`src/rtl/adder64_seq.sv`:
```
// 64-bit add/subtract built from one time-shared 32-bit adder: low half, then high half.
// Latency 3 cycles from accept to done; start is ignored while busy, with no queuing.

module adder32 (
    input  logic [31:0] a,
    input  logic [31:0] b,
    input  logic        cin,
    output logic [31:0] sum,
    output logic        cout
);
    logic [32:0] full;

    assign full = {1'b0, a} + {1'b0, b} + {32'b0, cin};
    assign sum  = full[31:0];
    assign cout = full[32];
endmodule

module adder64_seq #(
    parameter int BORROW_OUT = 0
) (
    input  logic        clk,
    input  logic        rst,
    input  logic        start,
    input  logic        op_sub,
    input  logic [63:0] a,
    input  logic [63:0] b,
    output logic        busy,
    output logic        done,
    output logic [63:0] result,
    output logic        cout,
    output logic        overflow,
    output logic        zero,
    output logic        negative
);
    typedef enum logic [1:0] {
        IDLE = 2'd0,
        LO   = 2'd1,
        HI   = 2'd2,
        DONE = 2'd3
    } state_t;

    localparam logic BORROW_EN = (BORROW_OUT != 0);

    state_t      state;
    logic [63:0] a_q;
    logic [63:0] b_q;
    logic        sub_q;
    logic        c_q;
    logic [31:0] lo_q;

    logic [31:0] add_a;
    logic [31:0] add_b;
    logic        add_cin;
    logic [31:0] add_sum;
    logic        add_cout;

    // The single adder sees the low half in LO and the high half in HI.
    always_comb begin
        add_a   = a_q[31:0];
        add_b   = b_q[31:0];
        add_cin = sub_q;
        if (state == HI) begin
            add_a   = a_q[63:32];
            add_b   = b_q[63:32];
            add_cin = c_q;
        end
    end

    adder32 u_add (
        .a    (add_a),
        .b    (add_b),
        .cin  (add_cin),
        .sum  (add_sum),
        .cout (add_cout)
    );

    always_ff @(posedge clk or posedge rst) begin
        if (rst) begin
            state    <= IDLE;
            a_q      <= '0;
            b_q      <= '0;
            sub_q    <= 1'b0;
            c_q      <= 1'b0;
            lo_q     <= '0;
            busy     <= 1'b0;
            done     <= 1'b0;
            result   <= '0;
            cout     <= 1'b0;
            overflow <= 1'b0;
            zero     <= 1'b0;
            negative <= 1'b0;
        end else begin
            done <= 1'b0;
            case (state)
                IDLE, DONE: begin
                    if (start) begin
                        // Subtract is a + ~b + 1; the +1 enters as the low-half carry-in.
                        a_q   <= a;
                        b_q   <= op_sub ? ~b : b;
                        sub_q <= op_sub;
                        busy  <= 1'b1;
                        state <= LO;
                    end else begin
                        busy  <= 1'b0;
                        state <= IDLE;
                    end
                end
                LO: begin
                    lo_q  <= add_sum;
                    c_q   <= add_cout;
                    state <= HI;
                end
                HI: begin
                    result   <= {add_sum, lo_q};
                    cout     <= add_cout ^ (sub_q & BORROW_EN);
                    overflow <= (a_q[63] == b_q[63]) & (add_sum[31] != a_q[63]);
                    zero     <= ({add_sum, lo_q} == 64'd0);
                    negative <= add_sum[31];
                    busy     <= 1'b0;
                    done     <= 1'b1;
                    state    <= DONE;
                end
                default: begin
                    busy  <= 1'b0;
                    state <= IDLE;
                end
            endcase
        end
    end
endmodule

```
`config.mk`:
```
export PLATFORM = sky130hd
export DESIGN_NAME = adder64_seq
export DESIGN_NICKNAME = d
export VERILOG_FILES = /design/src/rtl/adder64_seq.sv
export SDC_FILE = /design/constraint.sdc
export NUM_CORES = 1
export LEC_CHECK = 0
export CAP_MARGIN = 5
export CORE_AREA = 4 4 180 182
export CTS_CLUSTER_DIAMETER = 30
export DETAILED_ROUTE_END_ITERATION = 12
export DIE_AREA = 0 0 184 186
export PLACE_DENSITY = 0.67
export RECOVER_POWER = 50
export SLEW_MARGIN = 20
export SYNTH_ARGS = -nofsm -noshare
export SYNTH_HDL_FRONTEND = slang
export SYNTH_SLANG_ARGS = --single-unit
```
`constraint.sdc`:
```
create_clock -name clk -period 10.9 [get_ports clk]
set_clock_uncertainty 0.2 [all_clocks]
set_input_delay 2.18 -clock clk [delete_from_list [all_inputs] [get_ports clk]]
set_output_delay 2.18 -clock clk [all_outputs]
set_load 0.02 [all_outputs]
```
==> summary.md, run 1 <==
| Metric | Value |
|---|---|
| Category of the most critical setup path | `register to register` |
| RSZ-0062 raised after global routing | `false` |
| Sum of negative setup slack | `0 ns` |
| Critical Path, Cell by Cell | `inv_1 > ha_1 > buf_4 > mux2i_1 > fa_1 > inv_1 > fa_1 > a211oi_2 > o31a_2 > xnor2_1 > or4_1 > nor4b_1 > nor4b_1 > nand4b_1 > or4b_1 > o21ai_1` |
| Core occupancy in the finished layout | `a little over half` |
| Area overhead of the layout relative to synthesis | `34.8%` |
| Number of storage elements in the synthesis netlist | `between 200 and 250` |
| Final net count | `1,435` |
| Pin count of the biggest net entering global routing | `100` |
| Req. time, crit path | `11.17 ns` |
| Count of instances resized after the clock tree is built | `0` |
| Synth top area cells | `sky130_fd_sc_hd__dfrtp_1, sky130_fd_sc_hd__mux2_2, sky130_fd_sc_hd__xnor2_1, sky130_fd_sc_hd__ha_1, sky130_fd_sc_hd__o21ai_0` |
| Vias in the first global route | `9,023` |
| # DRC | `0` |
| Fraction of layout cells with a size suffix above 1 | `between 20% and 30%` |
| Final Hold Vio Count | `0` |
| Crit share post-route | `69.3%` |
| Maximum single-stage delay on the critical path | `2.11 ns` |
| Placeable core region | `30,600 µm²` |
| Mean instance size in the synthesized netlist | `11.3 µm²` |
| Endpoint kind of the worst setup timing path | `register` |
| Height of the chip | `186 µm` |
| Clock latency of the later-clocked register in the worst-skew pair | `0.55 ns` |
| Setup bufs post-CTS | `0` |
| Cell area after placement | `14,500 µm²` |
| Top_reg_cell synth | `sky130_fd_sc_hd__dfrtp_1` |
| Max Buffers Root-to-Sink | `3` |
| Number of warnings printed during yosys synthesis | `0` |
| Global-route congestion overflow total | `0` |
| Type of the tightest min-delay check | `register to register` |
| Die area | `34,200 µm²` |
| Final min period | `about 7.6 ns` |
| Highest net fanout along the worst path | `59` |
| Biggest area consumer among synthesized cells | `sky130_fd_sc_hd__dfrtp_1` |
| RD Place Congestion | `approximately 0.88` |
| Worst-path clk slew | `0.05 ns` |
| Synthesized netlist net count | `roughly 1,200` |
| Normalized max-slew margin | `-175%` |
| Max-slew violations | `241` |
| Initial cell density of the core | `39.6%` |
| Count of buffer and inverter cells on the critical path | `3` |
| Number of H-tree levels | `2` |
| Count of mapped cells out of synthesis | `1,069` |
| Mapped Area | `12,100 µm²` |
| Average wire per cell in the routed design | `between 15 and 20 µm` |
| Most frequent standard cell in the layout excluding fill and tap cells | `sky130_fd_sc_hd__dfrtp_1` |
| Fill cell instance count of the final layout | `2,650` |
| Number of synthesized flops with an enable pin | `0` |
| Proportion of synthesized chip area in sequential cells | `48.1%` |
| Count of nets left with antenna violations after detail routing | `0` |
| Non-filler cells, final | `1,707` |
| Status | `finished, violations left` |
| Count of unique library cells instantiated by Yosys | `71` |
| Final cell area excluding filler cells | `between 15,000 and 20,000 µm²` |
| Signal arrival time at the worst endpoint | `7.82 ns` |
| Critical-path top delay cell | `sky130_fd_sc_hd__ha_1` |
| Die span in x | `roughly 180 µm` |
| Via Count | `8,836` |
| Clock tree from TritonCTS | `done` |
| Number of maximum-capacitance constraint violations | `3` |
| Initial antenna violation count | `0` |
| Violation count after the first detailed-routing iteration | `approximately 440` |
| Slew at the pin with the worst max-slew slack | `4.12 ns` |
| Number of cells after detailed placement | `1,610` |
| Post-CTS Hold Fix Bufs | `0` |
| Detailed Place HPWL | `roughly 23,000 µm` |
| Io pins | `roughly 200` |
| Count of port buffers added during placement | `201` |
| Via count normalized by instance count | `5.18` |
| Startpoint type of the worst setup path | `register` |
| DR pass1 iterations | `5` |
| Highest attainable clock frequency | `about 130 MHz` |
| Sink Count | `roughly 230` |
| Global-route wire length before repair | `roughly 49,000 µm` |
| Area of all sequential standard cells | `5830 µm²` |
| # setup viols final | `0` |
| CTS root buffer | `sky130_fd_sc_hd__clkbuf_16` |
| Worst path top cell family by delay | `adder cells` |
| Commonest cells after routing, fill and taps aside | `sky130_fd_sc_hd__dfrtp_1, sky130_fd_sc_hd__mux2_2, sky130_fd_sc_hd__clkdlybuf4s50_1` |
| Synth top area share | `48.1%` |
| Violations in the final reports | `max-capacitance violations, max-slew violations` |
| CTS Buf Count | `between 50 and 60` |
| Routed wire length | `31,200 µm` |
| Share of flip-flops with an asynchronous set or reset after synthesis | `100%` |
| Num rows | `64` |
| Ant. Diodes | `0` |
| Area occupied by multi-input gates | `5980 µm²` |
| Gr usage total | `between 10% and 20%` |
-- cell families after synthesis --
group                    Yosys count  share of synthesized area, %
buffers and inverters             77                          2.54
adder cells (fa/ha/maj)           35                          3.74
multiplexers                     221                          20.5
flip-flops                       233                          48.1
AND/OR/NAND/NOR                  221                          8.86
XOR/XNOR                          80                          5.78
AO/OA/AOI/OAI                    202                          10.5
-- worst register-to-register path, cell delays in order (launching register included) --
cell and delay [ns]:
sky130_fd_sc_hd__dfrtp_1 0.38, sky130_fd_sc_hd__inv_1 0.06, sky130_fd_sc_hd__ha_1 2.11, sky130_fd_sc_hd__buf_4 0.80, sky130_fd_sc_hd__mux2i_1 0.49, sky130_fd_sc_hd__fa_1 0.28, sky130_fd_sc_hd__inv_1 0.08, sky130_fd_sc_hd__fa_1 0.41
sky130_fd_sc_hd__a211oi_2 0.26, sky130_fd_sc_hd__o31a_2 0.27, sky130_fd_sc_hd__xnor2_1 0.12, sky130_fd_sc_hd__or4_1 0.53, sky130_fd_sc_hd__nor4b_1 0.33, sky130_fd_sc_hd__nor4b_1 0.36, sky130_fd_sc_hd__nand4b_1 0.17, sky130_fd_sc_hd__or4b_1 0.49
sky130_fd_sc_hd__o21ai_1 0.14
-- final timing paths --
| path | from | endpoint | slack (ns) | cells after the start |
|---|---|---|---|---|
| worst max-delay path | state[0] | zero | 3.35 | 16 |
| worst min-delay path | b_q[15] | b_q[15] | 0.27 | 2 |
| worst max register to register | state[0] | zero | 3.35 | 16 |
| worst min register to register | b_q[15] | b_q[15] | 0.27 | 2 |
| max in group asynchronous | rst | a_q[57] | 5.28 | 3 |
| min in group asynchronous | rst | lo_q[7] | 2.99 | 2 |
-- final cells by class --
class                      instances  share of cell area (%)
tap                              396                    3.03
timing repair buffer             210                    12.7
sequential                       233                    35.7
multi-input combinational        759                    36.6
clock inverter                    38                    3.35
inverter                          12                   0.284
clock buffer                      59                    8.25
-- metrics by stage --
step | setup WS, ns | hold slack [ns]
floorplan | 2.13 | 0.244
global placement | 4.99 | 0.257
detailed placement | 4.79 | 0.265
CTS | 4.76 | 0.274
global route | 2.84 | 0.289
finish | 3.35 | 0.269
-- state kept, by name (all words and copies together), names as in the netlist --
signal / flops
a_q: 64
b_q: 64
result: 64
lo_q: 32
state: 2
busy: 1
c_q: 1
cout: 1
done: 1
overflow: 1
sub_q: 1
zero: 1
-- per-layer routing --
layer,GRT usage [%],vias up,part of all wire (%)
met2,28.1,253,45
met4,4.38,0,1.3
met5,0,-,0
met3,3.13,38,5.4
met1,26.0,4303,48
li1,-,4242,-
-- cells in the mapped netlist (4+ instances only) --
cell type / instances
sky130_fd_sc_hd__a211oi_1: 5
sky130_fd_sc_hd__a21o_1: 16
sky130_fd_sc_hd__a21oi_1: 39
sky130_fd_sc_hd__a31oi_1: 10
sky130_fd_sc_hd__and2_1: 4
sky130_fd_sc_hd__buf_1: 8
sky130_fd_sc_hd__buf_2: 6
sky130_fd_sc_hd__clkbuf_1: 48
sky130_fd_sc_hd__dfrtp_1: 233
sky130_fd_sc_hd__ha_1: 33
sky130_fd_sc_hd__inv_1: 11
sky130_fd_sc_hd__mux2_2: 215
sky130_fd_sc_hd__mux2i_1: 6
sky130_fd_sc_hd__nand2_1: 100
sky130_fd_sc_hd__nand2b_1: 5
sky130_fd_sc_hd__nand3_1: 18
sky130_fd_sc_hd__nand3b_1: 4
sky130_fd_sc_hd__nand4_1: 7
sky130_fd_sc_hd__nor2_1: 30
sky130_fd_sc_hd__nor3_1: 14
sky130_fd_sc_hd__nor4_1: 11
sky130_fd_sc_hd__o211ai_1: 4
sky130_fd_sc_hd__o21a_1: 8
sky130_fd_sc_hd__o21ai_0: 81
sky130_fd_sc_hd__o21ai_1: 5
sky130_fd_sc_hd__o21bai_1: 4
sky130_fd_sc_hd__xnor2_1: 72
sky130_fd_sc_hd__xor2_1: 8
Power of run 1 is not shown: default switching activity piles up to over one toggle a cycle in this logic, so the estimate is an artifact.
==> run 2: changes to the inputs <==
Clock period 10.9 ns to 7.8 ns, I/O delays scaled along.
==> run 2 against run 1 <==
  * The flow still finishes with violations (max-capacitance violations, max-slew violations)
  * Wire length grew 0.27%
  * Sequential share of layout area up 0.27 points
  * Die area unchanged
  * Sequential cell count stayed put
  * Worst setup slack got worse by 0.84 ns
  * Non-clock buffer count increased by 2
  * Final cell count down 0.18%
  * Critical path depth down 12
  * Hold slack gained 0.0015 ns
  * Global-route usage is 0.14 points higher
  * Via count increased by 0.87%
  * First-iteration DRC count rose by 19%
==> summary.md, run 2 (same netlist as run 1, synthesis figures left out) <==
| Metric | Value |
|---|---|
| Maximum single-stage delay on the critical path | `between 1.5 and 2 ns` |
| Violation count after the first detailed-routing iteration | `522` |
| Area occupied by multi-input gates | `~6000 µm²` |
| Number of H-tree levels | `2` |
| Critical Path Most Common Cell | `sky130_fd_sc_hd__clkbuf_1` |
| Highest net fanout along the worst path | `40` |
| Die span in x | `184 µm` |
| Worst-path clk slew | `around 0.040 ns` |
| Setup bufs post-CTS | `0` |
| Sink Count | `233` |
| Endpoint kind of the worst setup timing path | `async pin` |
| Commonest cells after routing, fill and taps aside | `sky130_fd_sc_hd__dfrtp_1, sky130_fd_sc_hd__mux2_2, sky130_fd_sc_hd__clkdlybuf4s50_1` |
| Area of all sequential standard cells | `5830 µm²` |
| Count of nets left with antenna violations after detail routing | `0` |
| Fill cell instance count of the final layout | `2,704` |
| Largest registers | `a_q: 64 flops, b_q: 64 flops, result: 64 flops` |
| Count of port buffers added during placement | `approximately 200` |
| Height of the chip | `around 190 µm` |
| Final net count | `1,435` |
| Gr usage total | `between 10% and 20%` |
| # setup viols final | `0` |
| Placeable core region | `30,600 µm²` |
| Routed wire length | `31,300 µm` |
| Minimum setup slack after placement | `2.68 ns` |
| Worst hold slack after final layout | `between 0.2 and 0.3 ns` |
| Global-route wire length before repair | `49,700 µm` |
| DR pass1 iterations | `5` |
| Normalized max-slew margin | `-69.5%` |
| Final Hold Vio Count | `0` |
| CTS Buf Count | `50` |
| Violations in the final reports | `max-capacitance violations, max-slew violations` |
| RSZ-0062 raised after global routing | `false` |
| Most frequent standard cell in the layout excluding fill and tap cells | `sky130_fd_sc_hd__dfrtp_1` |
| Detailed Place HPWL | `22,900 µm` |
| Num rows | `between 60 and 70` |
| Io pins | `202` |
| Ant. Diodes | `0` |
| Req. time, crit path | `approximately 8 ns` |
| Non-filler cells, final | `roughly 1,700` |
| Category of the most critical setup path | `input pin to async pin` |
| Global-route congestion overflow total | `0` |
| Highest attainable clock frequency | `approximately 190 MHz` |
| Clock tree from TritonCTS | `done` |
| Startpoint type of the worst setup path | `input pin` |
| Max Buffers Root-to-Sink | `3` |
| Post-CTS Hold Fix Bufs | `0` |
| Count of instances resized after the clock tree is built | `0` |
| Crit share post-route | `67.8%` |
| Number of maximum-capacitance constraint violations | `4` |
| Fraction of layout cells with a size suffix above 1 | `25.6%` |
| Slew at the pin with the worst max-slew slack | `2.54 ns` |
| RD Place Congestion | `0.864` |
| Signal arrival time at the worst endpoint | `between 5 and 6 ns` |
| Die area | `34,200 µm²` |
| Via Count | `8,913` |
| CTS root buffer | `sky130_fd_sc_hd__clkbuf_16` |
| Area overhead of the layout relative to synthesis | `33.8%` |
| Clock latency of the later-clocked register in the worst-skew pair | `0.55 ns` |
| Type of the tightest min-delay check | `register to register` |
| Initial antenna violation count | `1` |
| Via count normalized by instance count | `5.23` |
| Initial cell density of the core | `39.6%` |
| Status | `finished, violations left` |
| Post-route setup slack | `roughly 2.5 ns` |
| Pin count of the biggest net entering global routing | `94` |
| Average wire per cell in the routed design | `18.3 µm` |
| Max-slew violations | `200` |
| Critical-path top delay cell | `sky130_fd_sc_hd__clkbuf_1` |
| Sum of negative setup slack | `0 ns` |
| Number of cells after detailed placement | `around 1,600` |
| Final min period | `5.29 ns` |
| Vias in the first global route | `9,052` |
| Critical Path, Cell by Cell | `dlygate4sd3_1 > clkinvlp_2 > clkbuf_1 > clkbuf_1` |
| # DRC | `0` |
==> run 2: cell types whose count changed in the layout (fill, tap and decap cells not counted), sizes merged <==
| cell | change |
|---|---|
| inv | -2 |
| clkdlybuf4s50 | +7 |
| buf | -1 |
| clkinv | -1 |
| bufinv | -5 |
| dlygate4sd3 | -7 |
| clkbuf | +5 |
| clkinvlp | +1 |
==> run 2: metal layers <==
layer	vias up	share of wire (%)	GRT usage (%)	wire length [µm]
met5	-	0.042	0	13
met4	2	2.3	4.88	707
met3	52	5.4	3.07	1700
met2	276	44	27.5	13800
met1	4340	48	26.7	15000
li1	4243	-	-	-
==> run 2: cell type report <==
class	instances	share of cell area (%)
tap	396	3.06
clock buffer	61	8.47
inverter	12	0.286
sequential	233	36.0
multi-input combinational	759	37.0
clock inverter	31	2.27
timing repair buffer	212	12.9
==> run 2: critical path: cells and delay by family <==
kind / cells / cell delay, ns
buffers and inverters: 4 / 3.76
==> run 2: path summary, 6_finish.rpt <==
kind | cells past startpoint | to | slack, ns | from
max reg2reg | 14 | zero | 2.69 | state[0]
max | 4 | b_q[53] | 2.51 | rst
max in group clk | 4 | a_q[28] | 2.67 | start
min in group asynchronous | 2 | result[14] | 1.15 | rst
min reg2reg | 2 | b_q[28] | 0.27 | b_q[28]
min | 2 | b_q[28] | 0.27 | b_q[28]
==> run 2: stage by stage <==
step / util [%] / instance area, µm²
2_1_floorplan: - / 12100
3_3_place_gp: 47.3 / 14500
6_report: 53.0 / 16200
5_1_grt: 53.0 / 16200
3_5_place_dp: 47.3 / 14500
4_1_cts: 53.0 / 16200
Power of run 2 is left out for the same reason.
==> run 3: changes to the inputs <==
Settings changed: PLACE_DENSITY 0.67 to 0.69.
Clock period 7.8 ns to 4.3 ns, I/O delays scaled along.
==> run 3 against run 2 <==
  * The run now ends clean
  * Final cell count increased by 6.3%
  * Critical path depth increased by 12
  * Hold slack about the same
  * Via count increased by 2.9%
  * Critical path type is now register to register
  * Highest routed layer is now met4
  * Largest cell class unchanged
  * Die area unchanged
  * Sequential cell count unchanged
==> summary.md, run 3 (same netlist as run 1, synthesis figures left out) <==
| Metric | Value |
|---|---|
| Count of buffer and inverter cells on the critical path | `4` |
| Req. time, crit path | `4.57 ns` |
| Gr usage total | `roughly a fifth` |
| Category of the most critical setup path | `register to register` |
| Count of port buffers added during placement | `201` |
| Die span in x | `184 µm` |
| Detailed Place HPWL | `23,500 µm` |
| Height of the chip | `186 µm` |
| Commonest cells after routing, fill and taps aside | `sky130_fd_sc_hd__dfrtp_1, sky130_fd_sc_hd__mux2_2, sky130_fd_sc_hd__clkdlybuf4s50_1` |
| Highest attainable clock frequency | `235 MHz` |
| Worst path top cell family by delay | `simple AND/OR/NAND/NOR gates` |
| Area occupied by multi-input gates | `6330 µm²` |
| Crit share post-route | `just under 100%` |
| Startpoint type of the worst setup path | `register` |
| Signal arrival time at the worst endpoint | `4.53 ns` |
| Via Count | `9,171` |
| Critical Path, Cell by Cell | `inv_2 > ha_4 > buf_4 > buf_4 > mux2_2 > ha_4 > buf_4 > nor2_1 > o31a_2 > xnor2_2 > or4_4 > nor4b_4 > nor4b_4 > nand4b_1 > or4b_1 > o21ai_1` |
| RSZ-0062 raised after global routing | `true` |
| Global-route congestion overflow total | `0` |
| Number of cells after detailed placement | `1,709` |
| RD Place Congestion | `0.854` |
| Violation count after the first detailed-routing iteration | `~370` |
| Normalized max-slew margin | `about 35%` |
| Status | `complete, no violations` |
| Endpoint of the most critical register-to-register path | `zero` |
| Pin count of the biggest net entering global routing | `195` |
| Cell area after placement | `15,300 µm²` |
| Placeable core region | `30,600 µm²` |
| Final net count | `1,546` |
| Maximum single-stage delay on the critical path | `about 0.5 ns` |
| Routed wire length | `32,600 µm` |
| Final cell area excluding filler cells | `17,400 µm²` |
| Clock latency of the later-clocked register in the worst-skew pair | `approximately 0.54 ns` |
| Via count normalized by instance count | `5.06` |
| Endpoint kind of the worst setup timing path | `register` |
| Register-to-register setup slack | `0.04 ns` |
| Number of H-tree levels | `2` |
| Num rows | `64` |
| # DRC | `0` |
| Final Hold Vio Count | `0` |
| Max-slew violations | `0` |
| Number of maximum-capacitance constraint violations | `0` |
| Sink Count | `233` |
| Depth of the worst register-to-register path | `16` |
| Area overhead of the layout relative to synthesis | `43.7%` |
| Non-filler cells, final | `1,812` |
| Fraction of layout cells with a size suffix above 1 | `34.1%` |
| Average wire per cell in the routed design | `roughly 18 µm` |
| DR pass1 iterations | `5` |
| Clock tree from TritonCTS | `done` |
| Global-route wire length before repair | `52,000 µm` |
| Final min period | `4.26 ns` |
| Critical R2R Launch | `state[0]` |
| Die area | `between 30,000 and 40,000 µm²` |
| Initial antenna violation count | `1` |
| Area of all sequential standard cells | `just under 6000 µm²` |
| Critical Path Most Common Cell | `sky130_fd_sc_hd__buf_4` |
| Fill cell instance count of the final layout | `2,569` |
| Slew at the pin with the worst max-slew slack | `0.981 ns` |
| Highest net fanout along the worst path | `4` |
| Count of nets left with antenna violations after detail routing | `0` |
| # setup viols final | `0` |
| Worst hold stages | `2` |
| CTS root buffer | `sky130_fd_sc_hd__clkbuf_16` |
| Worst-path clk slew | `0.05 ns` |
| Hold_sp | `b_q[18]` |
| Vias in the first global route | `9,740` |
| Initial cell density of the core | `39.6%` |
| Max Buffers Root-to-Sink | `3` |
| Type of the tightest min-delay check | `register to register` |
| Io pins | `202` |
| Largest registers | `a_q: 64 flops, b_q: 64 flops, result: 64 flops` |
| Worst setup path startpoint | `state[0]` |
| Hold worst-path end | `b_q[18]` |
| Most frequent standard cell in the layout excluding fill and tap cells | `sky130_fd_sc_hd__dfrtp_1` |
| CTS Buf Count | `48` |
| Critical-path top delay cell | `sky130_fd_sc_hd__or4_4` |
| Core occupancy in the finished layout | `56.9%` |
run 3: cell types whose count changed in the layout (fill, tap and decap cells not counted), sizes merged:
cell / previous run / this run
clkinvlp: 8 / 3
buf: 8 / 125
inv: 16 / 13
clkdlybuf4s50: 197 / 200
dlygate4sd3: 3 / 0
diode: 0 / 1
clkinv: 14 / 12
run 3: worst min-delay path, delay by kind of cell (launching register included):
kind | cells | cell delay (ns)
DFF | 1 | 0.33
and+or+nand+nor | 1 | 0.04
AOI/OAI and AO/OA | 1 | 0.06
run 3: what timing repair did:
| action | 4_1_cts | 5_1_grt |
|---|---|---|
| resized for setup | 16 | 39 |
| pin swaps | 10 | 21 |
| setup endpoints to repair | 3 | 8 |
| gates cloned | 1 | 0 |
| hold buffers | 0 | 0 |
| buffers inserted | 8 | 7 |
run 3: final cells by class:
type / instances / share of cell area (%)
inverter: 12 / 0.280
timing repair buffer: 325 / 17.5
antenna: 1 / 0.0144
tap: 396 / 2.85
clock buffer: 65 / 8.03
multi-input combinational: 759 / 36.3
clock inverter: 21 / 1.55
sequential: 233 / 33.5
run 3: metal layers:
layer,global-route usage (%),wire length [µm]
met5,0,0
met4,5.77,846
met3,3.36,1700
met2,31.2,15600
met1,25.2,14500
run 3: per-stage QoR:
stage | setup WS [ns] | hold slack, ns | TNS (ns)
after floorplan | 0.00202 | 0.244 | 0
after global placement | -0.0425 | 0.256 | -0.0425
after detailed placement | -0.184 | 0.265 | -0.184
after CTS | 0.00610 | 0.276 | 0
after global routing | -0.138 | 0.300 | -0.140
final | 0.0390 | 0.271 | 0
run 3: how the worst max path moves through the flow:
stage | endpoint | slack (ns) | depth (start not counted)
2_1_floorplan | zero | 0.002 | 17
3_3_place_gp | zero | -0.04 | 15
3_5_place_dp | zero | -0.18 | 15
4_1_cts | zero | 0.006 | 17
5_1_grt | zero | -0.14 | 17
6_report | zero | 0.04 | 16
Power of run 3 is left out for the same reason.
==> RTL change, RTL diff (config.mk and constraints of run 1) <==
Make the reset (`rst`) synchronous in one clocked block.
--- a/src/rtl/adder64_seq.sv
+++ b/src/rtl/adder64_seq.sv
@@ -75,5 +75,5 @@
     );
 
-    always_ff @(posedge clk or posedge rst) begin
+    always_ff @(posedge clk) begin
         if (rst) begin
             state    <= IDLE;
Behaviour: differs if rst is asserted again (counterexample within 4 cycles, from zero or initial values and one cycle with rst high); with rst held inactive, the same outputs for 4 cycles.
==> RTL change against run 1 <==
- the flow still finishes with violations (max-capacitance violations, max-slew violations)
- final area down 6.6%
- synthesized cell count is 20% higher
- wire length grew 3.2%
- worst setup slack got worse by 370 ps
- first-iteration DRC count up 64%
- global-route usage up 0.10 points
- sequential cell count is the same
- synthesized area is 6.5% lower
- critical path type is now in2reg
==> RTL change: results (changes against run 1) <==
INFO  metric slew_headroom = -122% (was -175%)
INFO  metric crit_start = rst (was state[0])
INFO  metric post_synth_mux_area_share = 14.4% (was 20.5%)
INFO  metric cts_made_buffers = 50 (was 52)
INFO  metric result_of_the_run = finished, violations left (unchanged)
INFO  metric worst_r2r_startpoint = state[0] (unchanged)
INFO  metric grt_start_max_net_pins = 123 (was 100)
INFO  metric max_cap_violations = 2 (was 3)
INFO  metric regToRegEndpoint = zero (unchanged)
INFO  metric hold_path_startpoint = a_q[8] (was b_q[15])
INFO  metric use_met3 = 3.52% (was 3.13%)
INFO  metric synth-xor-area-share = 6.80% (was 5.78%)
INFO  metric timing.hold.ws = 250 ps (was 269 ps)
INFO  metric synth-seq-area-share = 41.2% (was 48.1%)
INFO  metric via_count_of_the_first_global_routing_pass = 9187 (was 9023)
INFO  metric drv_slew = 151 (was 241)
INFO  metric dp.final_hpwl = 23.4 mm (was 22.5 mm)
INFO  metric mappedNetlistNets = 1446 (was 1236)
INFO  metric failed_checks = max-capacitance violations, max-slew violations (unchanged)
INFO  metric regToRegSetupSlack = 4540 ps (was 3350 ps)
INFO  metric min_delay_worst_endpoint = a_q[8] (was b_q[15])
INFO  metric async_reset_ff_share = 0% (was 100%)
INFO  metric worstSkewPairLatency = 530 ps (was 550 ps)
INFO  metric synth_compound_gate_area_share = 14.7% (was 10.5%)
INFO  metric post_synth_main_area_contributors = sky130_fd_sc_hd__dfxtp_1 (41%), sky130_fd_sc_hd__mux2i_1 (8.1%), sky130_fd_sc_hd__mux2_2 (6.3%), sky130_fd_sc_hd__nor2_1 (6.2%), sky130_fd_sc_hd__xnor2_1 (6.1%) (was sky130_fd_sc_hd__dfrtp_1 (48%), sky130_fd_sc_hd__mux2_2 (20%), sky130_fd_sc_hd__xnor2_1 (5.2%), sky130_fd_sc_hd__ha_1 (3.4%), sky130_fd_sc_hd__o21ai_0 (3.3%))
INFO  metric grt.met2_usage = 26.2% (was 28.1%)
==> RTL change: cell types whose count changed in the layout (fill, tap and decap cells not counted), sizes merged, moves of 60 or more <==
cell / before / now
dlygate4sd3: 10 / 70
clkdlybuf4s50: 190 / 129
o21ai: 87 / 14
dfxtp: 0 / 233
dfrtp: 233 / 0
mux2: 215 / 63
a21oi: 42 / 105
a211oi: 8 / 75
nor2: 31 / 187
mux2i: 6 / 92
==> RTL change: layout make-up <==
cell class / instances / area [um2]
well taps: 396 / 495
fillers: 2832 / 15300
flip-flops and latches: 233 / 4660
repair buffers: 207 / 2050
clock buffers: 66 / 1420
clock inverters: 28 / 312
inverters: 6 / 22.5
multi-input cells: 939 / 6290
==> RTL change: cells by family (layout without fill, tap and decap cells) <==
| logic type | Yosys count | in the layout |
|---|---|---|
| adders and majority gates | 35 | 35 |
| DFF | 233 | 233 |
| and+or+nand+nor | 408 | 408 |
| buffers and inverters | 107 | 307 |
| muxes | 155 | 155 |
| AOI/OAI and AO/OA | 253 | 253 |
| xor gates and xnor gates | 88 | 88 |
==> RTL change: layer usage <==
layer	wire [um]	share of wire (%)
met1	16300	51
met2	13400	42
met3	2100	6.5
met4	395	1.2
met5	0	0
==> RTL change: worst max-delay path, delay by kind of cell <==
family	cells	cell delay, ps
AOI/OAI and AO/OA	1	130
buffers and inverters	3	5650
==> RTL change: power breakdown <==
part / leakage (nW) / internal, mW / switching [mW]
Clock: 0.825 / 1.02 / 0.490
Combinational: 3.23 / 0.295 / 0.413
Sequential: 1.91 / 0.943 / 0.0592
Total: 5.96 / 2.25 / 0.961
==> RTL change: through the flow <==
step                      worst slack [ps]  instances
after floorplan                       5710       1279
after global placement                4780       1781
after detailed placement              4600       1781
after CTS                             4600       1875
after global routing                  2520       1875
final                                 2980       1875
